## src/rtl/register_readout_serializer_if.sv

```systemverilog
// Bus between a register readout client and the serializer: parallel word
// and start request in, serial data/strobe and frame status out.
interface register_readout_serializer_if #(
  parameter int WIDTH = 16
);
  logic [WIDTH-1:0] value_in;
  logic             start;
  logic             busy;
  logic             frame;
  logic             serial_out;
  logic             serial_strobe;
  logic             done;

  // Client side: supplies the word and the request, observes the serial stream.
  modport master (
    output value_in,
    output start,
    input  busy,
    input  frame,
    input  serial_out,
    input  serial_strobe,
    input  done
  );

  // Serializer side.
  modport slave (
    input  value_in,
    input  start,
    output busy,
    output frame,
    output serial_out,
    output serial_strobe,
    output done
  );
endinterface

```

## src/rtl/register_readout_serializer.sv

```systemverilog
// Snapshots a parallel register word on request and shifts it out on a single
// data wire with a strobe in the last cycle of every bit period. The snapshot
// lives in a shadow register so register writes during a frame are invisible.
//
// state | meaning
// IDLE  | waiting for start; all outputs low
// SHIFT | driving shadow bits, one bit per DIVIDE cycles
// DONE  | one-cycle done pulse, busy still high, then back to IDLE
module register_readout_serializer #(
  parameter int WIDTH     = 16,
  parameter int DIVIDE    = 1,
  parameter bit MSB_FIRST = 1'b1
) (
  input logic                          clock,
  input logic                          reset,
  register_readout_serializer_if.slave bus
);

  localparam int IDX_W = (WIDTH > 1) ? $clog2(WIDTH) : 1;
  localparam int DIV_W = (DIVIDE > 1) ? $clog2(DIVIDE) : 1;
  localparam logic [IDX_W-1:0] IDX_LAST = IDX_W'(WIDTH - 1);
  localparam logic [DIV_W-1:0] DIV_LAST = DIV_W'(DIVIDE - 1);

  typedef enum logic [1:0] {
    IDLE  = 2'd0,
    SHIFT = 2'd1,
    DONE  = 2'd2
  } state_t;

  state_t           state,   state_nxt;
  logic [WIDTH-1:0] shadow,  shadow_nxt;
  logic [IDX_W-1:0] bit_idx, bit_idx_nxt;
  logic [DIV_W-1:0] div_cnt, div_cnt_nxt;

  logic             bit_end;
  logic [IDX_W-1:0] bit_sel;

  // Last cycle of the current bit period; with DIVIDE=1 this is every cycle.
  assign bit_end = (div_cnt == DIV_LAST);
  // Map the frame position onto the shadow bit according to shift order.
  assign bit_sel = MSB_FIRST ? (IDX_LAST - bit_idx) : bit_idx;

  // State, snapshot and counters; reset aborts any frame in flight.
  always_ff @(posedge clock) begin
    if (reset) begin
      state   <= IDLE;
      shadow  <= '0;
      bit_idx <= '0;
      div_cnt <= '0;
    end else begin
      state   <= state_nxt;
      shadow  <= shadow_nxt;
      bit_idx <= bit_idx_nxt;
      div_cnt <= div_cnt_nxt;
    end
  end

  // Next-state logic: capture on start in IDLE, advance bit on each strobe.
  always_comb begin
    state_nxt   = state;
    shadow_nxt  = shadow;
    bit_idx_nxt = bit_idx;
    div_cnt_nxt = div_cnt;
    case (state)
      IDLE: begin
        if (bus.start) begin
          shadow_nxt  = bus.value_in;
          bit_idx_nxt = '0;
          div_cnt_nxt = '0;
          state_nxt   = SHIFT;
        end
      end
      SHIFT: begin
        if (bit_end) begin
          div_cnt_nxt = '0;
          // Hold bit_idx at its terminal value rather than wrapping.
          if (bit_idx == IDX_LAST) begin
            state_nxt = DONE;
          end else begin
            bit_idx_nxt = bit_idx + IDX_W'(1);
          end
        end else begin
          div_cnt_nxt = div_cnt + DIV_W'(1);
        end
      end
      DONE: begin
        state_nxt = IDLE;
      end
      default: begin
        state_nxt = IDLE;
      end
    endcase
  end

  // Outputs decoded purely from registered state; no input-to-output path.
  always_comb begin
    bus.busy          = 1'b0;
    bus.frame         = 1'b0;
    bus.serial_out    = 1'b0;
    bus.serial_strobe = 1'b0;
    bus.done          = 1'b0;
    case (state)
      SHIFT: begin
        bus.busy          = 1'b1;
        bus.frame         = 1'b1;
        bus.serial_out    = shadow[bit_sel];
        bus.serial_strobe = bit_end;
      end
      DONE: begin
        bus.busy = 1'b1;
        bus.done = 1'b1;
      end
      default: begin
        bus.busy = 1'b0;
      end
    endcase
  end

endmodule

```

## src/flat_wrapper.sv

```systemverilog
// flat-port wrapper written by rule: the top's interface ports become plain ports
module register_readout_serializer_flat 
#(
  parameter int WIDTH     = 16,
  parameter int DIVIDE    = 1,
  parameter bit MSB_FIRST = 1'b1
)
  (clock, reset, bus_value_in, bus_start, bus_busy, bus_frame, bus_serial_out, bus_serial_strobe, bus_done);
  register_readout_serializer_if #(.WIDTH(WIDTH)) bus_i ();
  input logic clock;
  input logic reset;
  input wire logic [$bits(bus_i.value_in)-1:0] bus_value_in;
  input wire logic [$bits(bus_i.start)-1:0] bus_start;
  output wire logic [$bits(bus_i.busy)-1:0] bus_busy;
  output wire logic [$bits(bus_i.frame)-1:0] bus_frame;
  output wire logic [$bits(bus_i.serial_out)-1:0] bus_serial_out;
  output wire logic [$bits(bus_i.serial_strobe)-1:0] bus_serial_strobe;
  output wire logic [$bits(bus_i.done)-1:0] bus_done;
  assign bus_i.value_in = bus_value_in;
  assign bus_i.start = bus_start;
  assign bus_busy = bus_i.busy;
  assign bus_frame = bus_i.frame;
  assign bus_serial_out = bus_i.serial_out;
  assign bus_serial_strobe = bus_i.serial_strobe;
  assign bus_done = bus_i.done;
  register_readout_serializer #(.WIDTH(WIDTH), .DIVIDE(DIVIDE), .MSB_FIRST(MSB_FIRST)) u_core (.clock(clock), .reset(reset), .bus(bus_i));
endmodule
```

## config.mk

```make
export PLATFORM = sky130hd
export DESIGN_NAME = register_readout_serializer_flat
export DESIGN_NICKNAME = d
export VERILOG_FILES = /design/src/rtl/register_readout_serializer_if.sv /design/src/rtl/register_readout_serializer.sv /design/src/flat_wrapper.sv
export SDC_FILE = /design/constraint.sdc
export NUM_CORES = 1
export LEC_CHECK = 0
export CAP_MARGIN = 20
export CELL_PAD_IN_SITES_DETAIL_PLACEMENT = 2
export CELL_PAD_IN_SITES_GLOBAL_PLACEMENT = 2
export CORE_ASPECT_RATIO = 0.8
export CORE_MARGIN = 3
export CORE_UTILIZATION = 30
export DETAILED_ROUTE_END_ITERATION = 7
export GPL_ROUTABILITY_DRIVEN = 0
export MAX_ROUTING_LAYER = met4
export PLACE_DENSITY = 0.77
export SETUP_SLACK_MARGIN = 0.3
export SLEW_MARGIN = 0
export SYNTH_ARGS = -nofsm -noshare
export SYNTH_HDL_FRONTEND = slang
export SYNTH_SLANG_ARGS = --single-unit
export TNS_END_PERCENT = 1
```

## constraint.sdc

```tcl
create_clock -name clock -period 5.3 [get_ports clock]
set_clock_uncertainty 0.2 [all_clocks]
set_input_delay 1.325 -clock clock [delete_from_list [all_inputs] [get_ports clock]]
set_output_delay 1.325 -clock clock [all_outputs]
set_load 0.01 [all_outputs]
```

# Word-level counts from Yosys, hierarchy flattened
# Cells that the tools add are included.
classes:
  n_reduce_logical: 7
  add_sub_neg: 3
  muxes: 18
  eq_ne: 7
  n_lt_le_gt_ge: 1
  n_bitwise: 1
ops:
  columns: ["op", "n"]
  rows:
  - ["4-bit two-way mux", 3]
  - ["1-bit two-way mux", 8]
  - ["4-bit case mux with 2 select lines", 1]
  - ["2-bit two-way mux", 3]
  - ["2-bit != test (second input constant)", 3]
  - ["4-bit by 5-bit less-than comparator with 1-bit output (second input constant)", 1]
  - ["4-bit by 1-bit adder with 4-bit output (second input constant)", 1]
  - ["1-bit binary-select mux with 4-bit select", 1]
  - ["4-bit == test (second input constant)", 1]
  - ["2-bit case mux with 2 select lines", 1]
  - ["2-bit AND reduction", 2]
  - ["4-bit AND reduction", 1]
  - ["4-bit subtractor (first input constant)", 1]
  - ["3-bit AND reduction", 1]
  - ["2-bit by 1-bit == test with 1-bit output (second input constant)", 1]
  - ["2-bit == test (second input constant)", 1]
  - ["2-bit logical NOT", 1]
  - ["2-bit by 1-bit != test with 1-bit output (second input constant)", 1]
  - ["1-bit case mux with 2 select lines", 1]
  - ["2-bit nonzero test", 1]
  - ["2-bit OR reduction", 1]
  - ["1-bit adder (second input constant)", 1]
  - ["1-bit inverter", 1]
totals:
  regBits: 23
  wordCells: 41
  out_inout_bits: 5

# Depth between registers and ports, before layout
# Gate-level depths: netlist of the first run.
depth:
  word_depth: 4
  mapped_depth: 7
  mapped_depth_nobuf: 6

# Worst setup path after synthesis of the first run
# Ideal clock, no wire load.
synth_path:
  kind: "reg2out"
  start: "register u_core.state[1]"
  end: "output bus_serial_out"
  setup_slack_ns: 2.432
  t_required_ns: 3.775
  arrival_time_ns: 1.343
  path_stages_with_launch: 7
  path_buffers: 1
  cell_sequence: "dfxtp_1 > inv_1 > ha_1 > clkbuf_1 > nor2b_1 > o2111ai_2 > o31ai_1"
synth_between:
  elab_chain_cells: 2
synth_lines:
  columns: ["element", "line", "text"]
  rows:
  - ["start, declared", "register_readout_serializer.sv:30", "state_t state, state_nxt;"]
  - ["start signal, assigned", "register_readout_serializer.sv:51", "state <= state_nxt;"]
  - ["2-bit by 1-bit == test with 1-bit output", "register_readout_serializer.sv:102", "case (state)"]
  - ["1-bit two-way mux", "register_readout_serializer.sv:102", null]
  - ["end, declared", "flat_wrapper.sv:16", "output wire logic [$bits(bus_i.serial_out)-1:0] bus_serial_out;"]
# No other way between the ends.

# Final worst setup path of the first run
# Ends and elaborated chain as after synthesis.

==> results of run 1 <==
logic make-up after synthesis:
logic type | synth area share, %
and+or+nand+nor | 23.9
AOI/OAI and AO/OA | 15.5
DFF | 40.5
buffers and inverters | 6.21
muxes | 8.16
adders and majority gates | 5.75
state kept, by name, indices dropped and copies added (netlist names):
signal,count
u_core.bit_idx,4
u_core.state,2
u_core.shadow,16
layer usage:
| metal | vias to the layer above | wire length, um | global-route usage, % |
|---|---|---|---|
| met5 | - | 0 | - |
| met4 | 0 | 13 | 3.10 |
| met3 | 2 | 87 | 3.53 |
| met2 | 14 | 1520 | 26.8 |
| met1 | 487 | 1410 | 19.3 |
| li1 | 481 | - | - |
cell type report:
cell class	count	share of cell area, %
Timing Repair Buffer	23	16.7
Multi-Input combinational cell	97	42.1
Sequential cell	22	31.9
Inverter	2	0.544
Tap cell	40	3.63
Clock buffer	3	2.99
Clock inverter	1	2.18
layout by cell type (no fill, tap or decap), types with 2 or more instances in the layout:
cell type and n:
clkbuf_8 3, nand3b_1 2, clkdlybuf4s50_1 23, dfxtp_1 22
a21oi_1 22, mux2i_1 4, and2_1 2, nand2_1 36
o21ai_0 2, nand4_1 2, ha_1 5, nor2b_1 4
inv_1 2, nand3_1 4, nor3_1 2, nor2_1 2
worst min path at each step:
stage,start,endpoint,depth (start not counted)
CTS,u_core.shadow[1],u_core.shadow[1],2
global placement,u_core.shadow[7],u_core.shadow[7],2
floorplan,u_core.shadow[4],u_core.shadow[4],2
detailed placement,u_core.shadow[1],u_core.shadow[1],2
global route,u_core.shadow[14],u_core.shadow[14],2
finish,u_core.shadow[7],u_core.shadow[7],2
cell usage after synthesis:
cell type  count
inv_1          2
a21oi_1       22
o31ai_1        1
o211ai_1       1
buf_4          1
nor2b_1        4
mux2i_1        4
nor2_1         2
ha_1           5
mux4_2         1
a41o_1         1
o21ai_0        2
o2111ai_2      1
clkbuf_1       4
buf_6          2
nand2b_1       1
nand3_1        4
nor3_1         2
and2_1         2
nor3b_1        1
nand3b_1       2
a2111oi_0      1
dfxtp_1       22
clkbuf_2       1
buf_2          2
nand2_1       36
mux4_1         1
nand4_1        2
nand4b_1       1
critical path, cell delays in order, from the launching register on:
cell and delay (ns):
dfxtp_1 0.32, inv_1 0.12, ha_1 0.40, nor2b_1 0.26
o2111ai_2 0.14, o31ai_1 0.11, clkdlybuf4s50_1 0.59
power by group through the flow:
stage / Sequential [mW] / Combinational (mW) / Clock [mW]
floorplan: 0.186 / 0.0571 / 0
global placement: 0.191 / 0.0832 / 0
detailed placement: 0.191 / 0.0873 / 0
CTS: 0.188 / 0.0882 / 0.162
global route: 0.189 / 0.0969 / 0.169
finish: 0.187 / 0.0860 / 0.157
per-stage QoR:
step | hold WS, ns | std cells | power, mW | instance area [um^2] | util (%)
after detailed placement | 0.250 | 184 | 0.279 | 1310 | 40.1
after CTS | 0.263 | 188 | 0.437 | 1380 | 42.3
final | 0.264 | 188 | 0.431 | 1380 | 42.3
after floorplan | 0.232 | 131 | 0.243 | 1090 | -
after global routing | 0.292 | 188 | 0.456 | 1380 | 42.3
after global placement | 0.242 | 184 | 0.274 | 1310 | 40.1
==> results.toml, run 1 <==
[clock_network]
tritoncts = "done"
cts_made_buffers = 3
cts_root_buf = "clkbuf_8"
cts-hold-fix-buffers = 0
cts.repair_timing.setup_buffer_count = 0
clock_sinks = 22
ctsHtreeMaxLevel = 1
clkLatencyLatePin_ns = 0.27
path_clk_slew_ns = 0.09
clock_path_buffers = 2
cts_repair_resizes = 0

[setup_path]
worstReg2RegEnd = "u_core.state[0]"
ff2ff_setup_slack_ns = 3.33
worstPathArrival_ns = 2.21
worstSetupEndpoint = "bus_serial_out"
critical_path_source = "u_core.state[1]"
worst-endpoint-required_ns = 3.77
endpoint_kind = "primary output"
critical_path.max_fanout = 12
worst_r2r_startpoint = "u_core.bit_idx[0]"
r2r.worst_path.cells = 5
criticalPathCategory = "register to primary output"
cp-start-kind = "register"

[drt]
drt_first_pass_iters = 4
vias_per_cell = 5.23
detailroute.via_count = 984
drt_drc_violations_left = 0
drt-total-wl_mm = 3.03
drt-initial-drc-count = 38
wl_per_cell_um = 16.1
final_antenna_net_count = 0

[timing]
slew_violations = 0
max_freq_mhz = 268
timing.final.crit_period_ns = 3.74
slew-limit-headroom_pct = 41.3
timing.final.crit_share_pct = 70.5
timing_worst_slew_pin_value_ns = 0.877
postLayoutSetupSlackWorst_ns = 1.56
setup-violations-final = 0
rsz0062_at_grt = "no"
fin_tns_setup_ns = 0
hold_violations = 0

[final_layout]
multi_input_area_um2 = 581
diodes = 0
fillCellCount = 366
final-seq-area_um2 = 440
area_delta_synth_final_pct = 26.8
fraction_of_final_layout_cells_sized_beyond_drive_strength_1_pct = 4.05
nNetsFinal = 173

[synth]
synth_area_um2 = 1090
ys.warnings.count = 0
synth.area.top_cells = "dfxtp_1 40%, nand2_1 12%, a21oi_1 10%, ha_1 5.7%, mux2i_1 3.7%"
synth_area_per_cell_um2 = 8.31
share_of_synthesized_area_occupied_by_flip_flops_and_latches_pct = 40.5
synth-seq-cells = 22
synthesis.instances = 131
net_count_synth = 155
synth_top_area_share_pct = 40.5
yosysUniqueCellTypes = 29
synth_largest_area_cell = "dfxtp_1"

[floorplan]
placeableCoreArea_um2 = 3270
fp.dieArea_um2 = 4390
dieHeight_um = 59.9
fp-row-count = 18
ios = 24
horizontal_extent_of_the_die_um = 73.3
initial_utilization_pct = 33.3

[power]
switching_power_mw = 0.112
power_report.internal_total_mw = 0.319
switching_share_pct = 26.0
leakage_power_of_the_design_nw = 0.493
power.share.clock_pct = 36.5
max-vdd-ir-drop_mv = 0.103
power.density_nw_per_um2 = 312
seq_power_share_pct = 43.5
power.share.combinational_pct = 20.0

[global_route]
largest_net_degree_at_the_start_of_global_routing = 23
grt_pass1_vias = 1046
antenna_found_initial = 0
grt_usage_pct = 15.7
grt_first_pass_wirelength_mm = 5.08
grt_remaining_overflow = 0

[min_path]
holdCritPathClass = "register to register"

[placed_design]
post-place-ws_ns = 1.82
detailed_place_hpwl_mm = 2.25
port-buffer-count = 23

[flow_run]
maxcap_violations = 0

[status]
result_of_the_run = "completed"
No activity file was read; power rests on OpenSTA's default activity.
==> run 2, diff against run 1 <==
Settings changed: CORE_UTILIZATION 30 to 28, PLACE_DENSITY 0.77 to 0.72.
Clock period 5.3 ns to 3.7 ns, I/O delays scaled along.
==> run 2 against run 1 <==
  * Global-route usage about the same
  * Cell count up 6.9%
  * Utilization down 3.3 points
  * Register-to-register slack got worse by 1.5 ns
  * Worst hold slack improved by 0.00087 ns
  * Largest cell class unchanged
  * Wire length up 0.13%
  * Combinational power rose by 45%
  * Sequential share of layout area down 0.37 points
  * Design area is 1.5% higher
  * Via count is 2.3% lower
  * Clock power increased by 15%
  * Largest power group unchanged
  * Critical path type unchanged
==> results.toml, run 2 (synthesis results as in run 1) <==
[status]
result_of_the_run = "completed"

[drt]
drt_drc_violations_left = 0
final_antenna_net_count = 0
vias_per_cell = 4.78
met3_wirelength_um = 91
wl_met1_mm = 1.41
detailroute.via_count = 961
met2WireLength_mm = 1.52
drt_first_pass_iters = 3
drt-total-wl_mm = 3.04
wl_per_cell_um = 15.1
routed.top_layer = "met4"
drt-initial-drc-count = 26

[power]
switching_power_mw = 0.164
switching_share_pct = 28.5
power.share.clock_pct = 31.4
seq_power_share_pct = 46.9
power.share.combinational_pct = 21.7
power_report.internal_total_mw = 0.411
power.density_nw_per_um2 = 410
max-vdd-ir-drop_mv = 0.229
leakage_power_of_the_design_nw = 0.492

[placed_design]
dpl_cell_area_um2 = 1330
port-buffer-count = 23
detailed_place_hpwl_mm = 2.32

[flow_run]
maxcap_violations = 0

[floorplan]
fp-row-count = 19
horizontal_extent_of_the_die_um = 75.7
ios = 24
fp.dieArea_um2 = 4680
initial_utilization_pct = 30.3
placeableCoreArea_um2 = 3590
dieHeight_um = 61.8

[clock_network]
clock_sinks = 22
path_clk_slew_ns = 0.09
ctsHtreeMaxLevel = 1
clkLatencyLatePin_ns = 0.27
tritoncts = "done"
clock_path_buffers = 2
cts_made_buffers = 3
cts.repair_timing.setup_buffer_count = 0
cts_root_buf = "clkbuf_8"

[timing]
timing.final.crit_period_ns = 3.14
setup-violations-final = 0
timing_worst_slew_pin_value_ns = 0.585
slew_violations = 0
max_freq_mhz = 318
hold_violations = 0
rsz0062_at_grt = "no"
timing.final.crit_share_pct = 85.0
fin_tns_setup_ns = 0
slew-limit-headroom_pct = 60.9

[global_route]
grt_usage_pct = 15.7
grt_pass1_vias = 1030
largest_net_degree_at_the_start_of_global_routing = 18
grt_remaining_overflow = 0
antenna_found_initial = 0
grt_first_pass_wirelength_mm = 5.20

[final_layout]
final_cell_area_um2 = 1400
most_common_library_cell_in_the_layout_ignoring_fill_and_taps = "nand2_1"
layout.cells.most_common_list = "36 x nand2_1, 23 x clkdlybuf4s50_1, 22 x a21oi_1"
largest-register = "u_core.shadow"
diodes = 0
nNetsFinal = 174
fraction_of_final_layout_cells_sized_beyond_drive_strength_1_pct = 6.04
largestRegisters = "u_core.shadow (16), u_core.bit_idx (4), u_core.state (2)"
area_delta_synth_final_pct = 28.6
largest_reg_flops = 16

[min_path]
holdCritPathClass = "register to register"

[setup_path]
criticalPathCategory = "register to primary output"
worstPathArrival_ns = 2.02
critical_path.max_fanout = 12
endpoint_kind = "primary output"
worst-endpoint-required_ns = 2.57
cp-start-kind = "register"
## run 2: cell types whose count changed in the layout (fill, tap and decap cells not counted), sizes merged
cell / previous run / this run
buf: 0 / 1
bufinv: 1 / 0
clkbuf: 3 / 4
## run 2: layout make-up
type,instances,area (um^2)
fill,407,2190
multi-input combinational,97,593
sequential,22,442
timing repair buffer,24,238
tap,52,65.1
clock buffer,4,55.1
inverter,2,7.51
## run 2: power by group through the flow
| stage | Sequential (mW) | Combinational [mW] | Clock (mW) |
|---|---|---|---|
| floorplan | 0.266 | 0.0818 | 0 |
| global placement | 0.273 | 0.119 | 0 |
| detailed placement | 0.274 | 0.124 | 0 |
| CTS | 0.269 | 0.125 | 0.189 |
| global route | 0.272 | 0.143 | 0.197 |
| finish | 0.269 | 0.125 | 0.181 |
## run 2: critical path, stage by stage (launching register included)
cell,delay [ns]
dfxtp_1,0.33
inv_1,0.15
ha_4,0.23
nor2b_1,0.23
o2111ai_2,0.14
o31ai_1,0.09
clkdlybuf4s50_1,0.58
## run 2: metal layers
metal  global-route usage (%)  vias up
met5                        -        -
met4                     3.49        0
met3                     3.86        2
met2                     26.1       14
met1                     19.5      463
li1                         -      482
## run 2: path summary, 6_finish.rpt
kind | from | slack [ns] | depth (start not counted) | end
setup / recovery | u_core.state[1] | 0.56 | 6 | bus_serial_out
hold / removal | u_core.shadow[9] | 0.26 | 2 | u_core.shadow[9]
setup reg to reg | u_core.bit_idx[0] | 1.83 | 5 | u_core.state[0]
hold reg to reg | u_core.shadow[9] | 0.26 | 2 | u_core.shadow[9]
## run 2: stage by stage
step | hold slack, ns | power (mW) | cells | setup slack (ns) | util, %
detailed placement | 0.255 | 0.398 | 197 | 0.655 | 37.1
finish | 0.265 | 0.575 | 201 | 0.557 | 39.0
floorplan | 0.232 | 0.348 | 131 | 1.23 | -
global route | 0.291 | 0.612 | 201 | 0.329 | 39.0
global placement | 0.245 | 0.393 | 197 | 0.724 | 37.1
CTS | 0.271 | 0.583 | 201 | 0.321 | 38.6
## run 2: repair_timing
action,4_1_cts,5_1_grt
hold buffers,0,0
setup endpoints to repair,0,1
resized for setup,0,3
==> run 3, diff against run 2 <==
Clock period 3.7 ns to 3.1 ns, I/O delays scaled along.
==> run 3 against run 2 <==
  * Die area did not move
  * Wire length rose by 1.5%
  * Flip-flop and latch count did not move
  * Utilization rose by 0.070 points
  * Sequential power rose by 19%
  * Sequential share of layout area rose by 0.30 points
  * Critical path depth fell by 2
  * First-iteration DRC count rose by 42%
  * Via count rose by 3.1%
  * Worst hold slack got worse by 0.0071 ns
  * Clock power barely moved
  * Cell count rose by 1.0%
  * Critical path type unchanged
  * Largest cell class unchanged
==> results.toml, run 3 (synthesis results as in run 1) <==
[status]
result_of_the_run = "completed"

[final_layout]
area_delta_synth_final_pct = 28.9
diodes = 0
fillCellCount = 401
fraction_of_final_layout_cells_sized_beyond_drive_strength_1_pct = 8.61
largest_reg_flops = 16
largest-register = "u_core.shadow"
nNetsFinal = 177
layout.cells.most_common_list = "36 x nand2_1, 22 x a21oi_1, 22 x clkdlybuf4s50_1"
final_cell_area_um2 = 1400
multi_input_area_um2 = 584
most_common_library_cell_in_the_layout_ignoring_fill_and_taps = "nand2_1"
final-seq-area_um2 = 447
largestRegisters = "u_core.shadow (16), u_core.bit_idx (4), u_core.state (2)"

[global_route]
largest_net_degree_at_the_start_of_global_routing = 18
grt_pass1_vias = 1040
grt_usage_pct = 15.4
grt_first_pass_wirelength_mm = 5.13
antenna_found_initial = 0
grt_remaining_overflow = 0

[power]
power.share.clock_pct = 27.8
switching_power_mw = 0.188
power.density_nw_per_um2 = 464
max-vdd-ir-drop_mv = 0.290
power.share.combinational_pct = 23.1
seq_power_share_pct = 49.1
leakage_power_of_the_design_nw = 0.502
switching_share_pct = 28.9
power_report.internal_total_mw = 0.463

[clock_network]
path_clk_slew_ns = 0.08
ctsHtreeMaxLevel = 1
tritoncts = "done"
cts_root_buf = "clkbuf_8"
clock_sinks = 22
clock_path_buffers = 2
cts_made_buffers = 3
clkLatencyLatePin_ns = 0.26

[timing]
timing_worst_slew_pin_value_ns = 0.606
timing.final.crit_share_pct = 86.1
fin_tns_setup_ns = 0
hold_violations = 0
timing.final.crit_period_ns = 2.67
hold_ws_ns = 0.257
slew-limit-headroom_pct = 59.6
max_freq_mhz = 375
slew_violations = 0
rsz0062_at_grt = "no"
setup-violations-final = 0

[floorplan]
fp.dieArea_um2 = 4680
fp-row-count = 19
placeableCoreArea_um2 = 3590
ios = 24
horizontal_extent_of_the_die_um = 75.7
initial_utilization_pct = 30.3
dieHeight_um = 61.8

[min_path]
holdCritPathClass = "register to register"

[drt]
vias_per_cell = 4.88
drt-total-wl_mm = 3.08
drt_drc_violations_left = 0
detailroute.via_count = 991
drt-initial-drc-count = 37
final_antenna_net_count = 0
wl_per_cell_um = 15.2
drt_first_pass_iters = 4

[setup_path]
criticalPathCategory = "register to primary output"
cp-start-kind = "register"
worstPathArrival_ns = 1.69
worst-endpoint-required_ns = 2.12
critical_path.max_fanout = 6
endpoint_kind = "primary output"

[placed_design]
port-buffer-count = 23
dpl_cell_area_um2 = 1350
detailed_place_hpwl_mm = 2.34

[flow_run]
maxcap_violations = 0
## run 3: path summary, 6_finish.rpt
check	endpoint	depth (start not counted)	start	slack [ns]
worst max-delay path	bus_serial_out	4	u_core.bit_idx[1]	0.43
worst max register to register	u_core.bit_idx[2]	5	u_core.state[0]	1.24
worst min register to register	u_core.shadow[0]	2	u_core.shadow[0]	0.26
worst min-delay path	u_core.shadow[0]	2	u_core.shadow[0]	0.26
## run 3: metrics by stage
stage                     worst slack [ns]  cells  utilization (%)  power, mW
after floorplan                      0.782    131                -      0.415
after global placement               0.320    199             37.5      0.471
after detailed placement             0.271    199             37.5      0.480
after CTS                            0.322    202             38.9      0.661
after global routing                 0.307    203             39.1      0.691
final                                0.432    203             39.1      0.651
## run 3: layout make-up
| cell class | instances | area share (%) |
|---|---|---|
| timing repair buffer | 27 | 18.4 |
| inverter | 2 | 0.535 |
| sequential | 22 | 31.8 |
| multi-input combinational | 97 | 41.7 |
| tap | 52 | 4.64 |
| clock buffer | 3 | 2.94 |
## run 3: power groups by stage
stage	registers [mW]	logic [mW]	clock network, mW
6_report	0.320	0.151	0.181
5_1_grt	0.323	0.169	0.199
4_1_cts	0.321	0.153	0.187
3_5_place_dp	0.327	0.153	0
3_3_place_gp	0.326	0.145	0
2_1_floorplan	0.317	0.0976	0
## run 3: timing repair
action                     4_1_cts  5_1_grt
resized for setup                6        2
hold buffers                     0        0
setup endpoints to repair        1        1
setup buffers                    0        1
## run 3: routing by layer
layer / global-route usage, % / up-vias / share of wire, %
li1: - / 489 / -
met1: 18.9 / 480 / 44
met2: 26.0 / 18 / 52
met3: 3.86 / 4 / 3.7
met4: 2.99 / 0 / 0.75
met5: - / - / 0
## run 3: critical path, cell delays in order, from the launching register on
cell,delay (ns)
dfxtp_4,0.39
mux4_1,0.56
nor2b_1,0.14
o31ai_1,0.09
clkdlybuf4s15_1,0.25
